## config.mk

```make
export PLATFORM = sky130hd
export DESIGN_NAME = ising_field_accum
export DESIGN_NICKNAME = d
export VERILOG_FILES = /design/src/rtl/ising_pkg.sv /design/src/rtl/ising_lane_mac.sv /design/src/rtl/ising_field_accum.sv
export SDC_FILE = /design/constraint.sdc
export NUM_CORES = 1
export LEC_CHECK = 0
export ABC_CLOCK_PERIOD_IN_PS = 9000
export CAP_MARGIN = 20
export CELL_PAD_IN_SITES_DETAIL_PLACEMENT = 0
export CELL_PAD_IN_SITES_GLOBAL_PLACEMENT = 1
export CORE_MARGIN = 2
export CORE_UTILIZATION = 43
export DETAILED_ROUTE_END_ITERATION = 7
export MAX_ROUTING_LAYER = met4
export PLACE_DENSITY_LB_ADDON = 0.1
export SYNTH_ARGS = -nofsm -noshare
export SYNTH_HDL_FRONTEND = slang
export SYNTH_HIERARCHICAL = 1
export SYNTH_SLANG_ARGS = --single-unit
```

## constraint.sdc

```tcl
create_clock -name ACLK -period 9 [get_ports ACLK]
set_input_delay 1.35 -clock ACLK [delete_from_list [all_inputs] [get_ports ACLK]]
set_output_delay 1.35 -clock ACLK [all_outputs]
set_load 0.01 [all_outputs]
```

## src/rtl/ising_pkg.sv

```systemverilog
// Shared types and constants for the Ising local-field accumulator.
package ising_pkg;

  typedef enum logic [1:0] {
    StIdle,
    StAccum,
    StHold
  } state_e;

  localparam int unsigned LANES         = 4;
  localparam int unsigned W_WIDTH_DEF   = 8;
  localparam int unsigned ACC_WIDTH_DEF = 24;

endpackage

```

## src/rtl/ising_lane_mac.sv

```systemverilog
// Combinational signed sum of four +/-w products for one coupling word and spin nibble.
module ising_lane_mac
  import ising_pkg::*;
#(
  parameter int unsigned W_WIDTH   = W_WIDTH_DEF,
  parameter int unsigned ACC_WIDTH = ACC_WIDTH_DEF
) (
  input  logic [LANES*W_WIDTH-1:0] word,
  input  logic [LANES-1:0]         spins,
  output logic [ACC_WIDTH-1:0]     sum
);

  logic [ACC_WIDTH-1:0] w_ext;

  always_comb begin
    sum   = '0;
    w_ext = '0;
    for (int k = 0; k < LANES; k++) begin
      // Extend before negating so that -(-2^(W-1)) is representable.
      w_ext = {{(ACC_WIDTH-W_WIDTH){word[k*W_WIDTH+W_WIDTH-1]}}, word[k*W_WIDTH +: W_WIDTH]};
      sum   = spins[k] ? (sum + w_ext) : (sum - w_ext);
    end
  end

endmodule

```

## src/rtl/ising_field_accum.sv

```systemverilog
// Streams coupling rows four weights per word and emits one local field per row.
module ising_field_accum
  import ising_pkg::*;
#(
  parameter int unsigned N_SPINS   = 64,
  parameter int unsigned W_WIDTH   = W_WIDTH_DEF,
  parameter int unsigned ACC_WIDTH = ACC_WIDTH_DEF
) (
  input  logic                 ACLK,
  input  logic                 ARESET,
  input  logic                 start,
  input  logic                 spin_load,
  input  logic [N_SPINS-1:0]   spin_in,
  input  logic                 word_valid,
  input  logic [31:0]          word_data,
  output logic                 word_ready,
  output logic                 field_valid,
  input  logic                 field_ready,
  output logic [ACC_WIDTH-1:0] field_data,
  output logic [7:0]           field_row,
  output logic                 busy,
  output logic                 sweep_done
);

  localparam int unsigned CW = $clog2(N_SPINS);
  localparam logic [CW-1:0] LAST_COL = CW'(N_SPINS - LANES);
  localparam logic [7:0]    LAST_ROW = 8'(N_SPINS - 1);

  state_e               state_q, state_d;
  logic [7:0]           row_q, row_d;
  logic [CW-1:0]        col_q, col_d;
  logic [ACC_WIDTH-1:0] acc_q, acc_d;
  logic [N_SPINS-1:0]   spins_q, spins_d;
  logic                 done_q, done_d;
  logic [ACC_WIDTH-1:0] lane_sum;

  ising_lane_mac #(
    .W_WIDTH  (W_WIDTH),
    .ACC_WIDTH(ACC_WIDTH)
  ) u_mac (
    .word (word_data),
    .spins(spins_q[col_q +: LANES]),
    .sum  (lane_sum)
  );

  always_comb begin
    state_d = state_q;
    row_d   = row_q;
    col_d   = col_q;
    acc_d   = acc_q;
    spins_d = spins_q;
    done_d  = 1'b0;
    unique case (state_q)
      StIdle: begin
        if (spin_load) spins_d = spin_in;
        if (start) begin
          state_d = StAccum;
          row_d   = '0;
          col_d   = '0;
          acc_d   = '0;
        end
      end
      StAccum: begin
        if (word_valid) begin
          acc_d = acc_q + lane_sum;
          col_d = col_q + CW'(LANES);
          if (col_q == LAST_COL) state_d = StHold;
        end
      end
      StHold: begin
        if (field_ready) begin
          acc_d = '0;
          col_d = '0;
          if (row_q == LAST_ROW) begin
            state_d = StIdle;
            row_d   = '0;
            done_d  = 1'b1;
          end else begin
            state_d = StAccum;
            row_d   = row_q + 8'd1;
          end
        end
      end
      default: state_d = StIdle;
    endcase
  end

  always_ff @(posedge ACLK or posedge ARESET) begin
    if (ARESET) begin
      state_q <= StIdle;
      row_q   <= '0;
      col_q   <= '0;
      acc_q   <= '0;
      spins_q <= '0;
      done_q  <= 1'b0;
    end else begin
      state_q <= state_d;
      row_q   <= row_d;
      col_q   <= col_d;
      acc_q   <= acc_d;
      spins_q <= spins_d;
      done_q  <= done_d;
    end
  end

  assign word_ready  = (state_q == StAccum);
  assign field_valid = (state_q == StHold);
  assign field_data  = acc_q;
  assign field_row   = row_q;
  assign busy        = (state_q != StIdle);
  assign sweep_done  = done_q;

endmodule

```

==> results.sh <==
export IMPL_outcome="complete, no violations"
export IMPL_clk_latency_ns=0.36
export IMPL_die_area_mm2=0.0240
export IMPL_drt_initial_drc_count=360
export IMPL_finalSetupViolCount=0
export IMPL_numCtsBuffers=9
export IMPL_r2r_setup_slack_ns=0.64
export IMPL_design_core_area_mm2=0.0225
export IMPL_gp_congestion=0.838
export IMPL_area_growth_pct=21.3
export IMPL_seq_area_mm2=0.00258
export IMPL_hold_depth=1
export IMPL_yosysTopAreaCellShare_pct=26.3
export IMPL_synth_fa_ha_area_share_pct=13.6
export IMPL_synth_area_leader_cell="dfrtp_1"
export IMPL_end_kind="flip-flop"
export IMPL_yosysMostFrequentCell="dfrtp_1"
export IMPL_path_clk_slew_ns=0.09
export IMPL_critPathMostFrequentCell="ha_1"
export IMPL_whs_ns=0.491
export IMPL_detailed_place_hpwl_um=19500
export IMPL_multi_input_area_mm2=0.00695
export IMPL_synthTopCellsByArea="dfrtp_1 (26%), ha_1 (13%), mux2_2 (6.3%), xnor2_1 (4.9%), mux4_2 (4.6%)"
export IMPL_slowest_stage="or4_4"
export IMPL_crit_type="input pin to flip-flop"
export IMPL_timing_slew_headroom_pct=38.1
export IMPL_start_util_pct=43.5
export IMPL_final_net_count=1409
export IMPL_yosys_area_share_simple_pct=13.4
export IMPL_maxCapViolCount=0
export IMPL_syn_area_mm2=0.00979
export IMPL_worst_path_max_fanout=6
export IMPL_async_reset_ff_share_pct=100
export IMPL_grt_antenna_before_repair=2
export IMPL_period_needed_ns=8.40
export IMPL_die_h_um=155
export IMPL_worstMarginPinSlew_ns=0.929
export IMPL_synth_commonest_cells="dfrtp_1 (103), ha_1 (100), a21oi_1 (83)"
export IMPL_routedWlPerCell_um=16.3
export IMPL_placed_area_mm2=0.0115
export IMPL_ctsHoldBuffers=0
export IMPL_finalCritPeriodShare_pct=93.3
export IMPL_fill_cells=2160
export IMPL_reg2reg_depth=35
export IMPL_grtUsageTotal_pct=20.8
export IMPL_synth_flop_cell="dfrtp_1"
export IMPL_cts_sinks=103
export IMPL_num_rows=55
export IMPL_synth_compound_area_share_pct=21.5
export IMPL_portBuffers=137
export IMPL_synth_ff_latch_count=103
export IMPL_finish_utilization_pct=52.8
export IMPL_grt_pass1_wl_um=39700
export IMPL_tns_ns=0
export IMPL_cts_root_buf="clkbuf_16"
export IMPL_vias_per_cell=5.53
export IMPL_die_x_um=155
export IMPL_ys_types=84
export IMPL_syn_num_nets=1279
export IMPL_hold_viol_final=0
export IMPL_drt_pass1_iter_count=5
export IMPL_overflow=0
export IMPL_start_kind="input pin"
export IMPL_synthMuxAreaShare_pct=12.6
export IMPL_cp_arrival_ns=8.69
export IMPL_synth_xor_area_share_pct=9.17
export IMPL_synth_edf_count=0
export IMPL_grt_pass1_vias=7946
export IMPL_seq_area_frac_synth_pct=26.3
export IMPL_fmaxAchievable_ghz=0.119
export IMPL_drc=0
export IMPL_slew_violations=0
export IMPL_skew_ns=0.0163
export IMPL_routed_wl_um=24400
export IMPL_synth_top_family_by_area="compound AO/OA/AOI/OAI gates"
export IMPL_clock_path_buffers=2
export IMPL_yosysWarnings=6
export IMPL_crit_end="field_data[23]"
export IMPL_crit_required_ns=9.29
export IMPL_vias=8263
export IMPL_stdcell_area_mm2=0.0119
export IMPL_timing_rr_start="col_q[2]"
export IMPL_boundaryPins=138
export IMPL_r2r_end="field_data[23]"
export IMPL_ant_nets=0
export IMPL_cts_tree="done"
export IMPL_drive_gt1_share_pct=11.6
export IMPL_cpPeakStageDelay_ns=0.58
export IMPL_syn_instance_count=1073
export IMPL_rsz0062_at_grt="false"
export IMPL_cts_max_level=3
export IMPL_grt_start_max_net_pins=73
export IMPL_setup_worst_path_start="word_data[9]"
export IMPL_syn_avg_cell_area_um2=9.13
export IMPL_hp_class="flip-flop to flip-flop"
==> flip-flops by register name (all words and copies together) (netlist names) <==
signal,flops
col_q,4
spins_q,64
field_row,8
state_q,2
field_data,24
sweep_done,1
==> kinds of logic after synthesis <==
group / after synthesis
AND/OR/NAND/NOR: 274
flip-flops: 103
XOR/XNOR: 101
adder cells (fa/ha/maj): 104
AO/OA/AOI/OAI: 318
buffers and inverters: 83
multiplexers: 90
==> critical path, delay by kind of cell <==
kind                     cells  cell delay (ns)
AO/OA/AOI/OAI               14             2.41
AND/OR/NAND/NOR             11             2.37
adder cells (fa/ha/maj)      5             1.65
buffers and inverters        2             0.51
XOR/XNOR                     3             0.36
==> layout by cell type (no fill, tap or decap), drive strengths merged, types with 11 or more instances in the layout <==
cell,n
nor2b,12
nor3,18
xnor2,55
nand2b,21
inv,57
ha,100
xor2,45
a21oi,87
mux2,69
nand2,80
o21a,15
a31oi,11
nand3,26
nor2,71
dfrtp,103
a21boi,14
o21ai,91
o21bai,12
a21o,35
clkdlybuf4s50,137
mux4,20
==> through the flow <==
step / cells / worst slack, ns
2_1_floorplan: 1073 / 0.919
3_3_place_gp: 1475 / 0.262
3_5_place_dp: 1475 / 0.0235
4_1_cts: 1491 / 0.350
5_1_grt: 1495 / 0.00941
6_report: 1495 / 0.600
==> per-layer routing <==
metal  share of wire, %  GRT usage, %
met3                5.2          4.51
met4                1.3          4.67
met1                 46          27.1
met2                 48          33.5
met5                  0             -
==> final cells by class <==
cell class / instances / area share [%]
well taps: 285 / 3.00
inverters: 55 / 1.76
clock inverters: 7 / 0.642
diodes: 2 / 0.0421
flip-flops and latches: 103 / 21.7
clock buffers: 9 / 1.90
multi-input cells: 887 / 58.5
repair buffers: 147 / 12.4
==> worst min path at each step <==
stage	start	end	slack, ns
floorplan	spins_q[43]	spins_q[43]	0.45
global placement	spins_q[43]	spins_q[43]	0.46
detailed placement	spins_q[63]	spins_q[63]	0.47
CTS	spins_q[7]	spins_q[7]	0.49
global route	spins_q[49]	spins_q[49]	0.51
finish	spins_q[7]	spins_q[7]	0.49
==> what timing repair did <==
| item | CTS | global route |
|---|---|---|
| setup endpoints to repair | 0 | 2 |
| setup buffers | 0 | 1 |
| gates resized for setup | 0 | 12 |
Power is left out: the tool's default activity adds up to more than one toggle a clock period on the data nets, which glitch-free logic cannot reach.
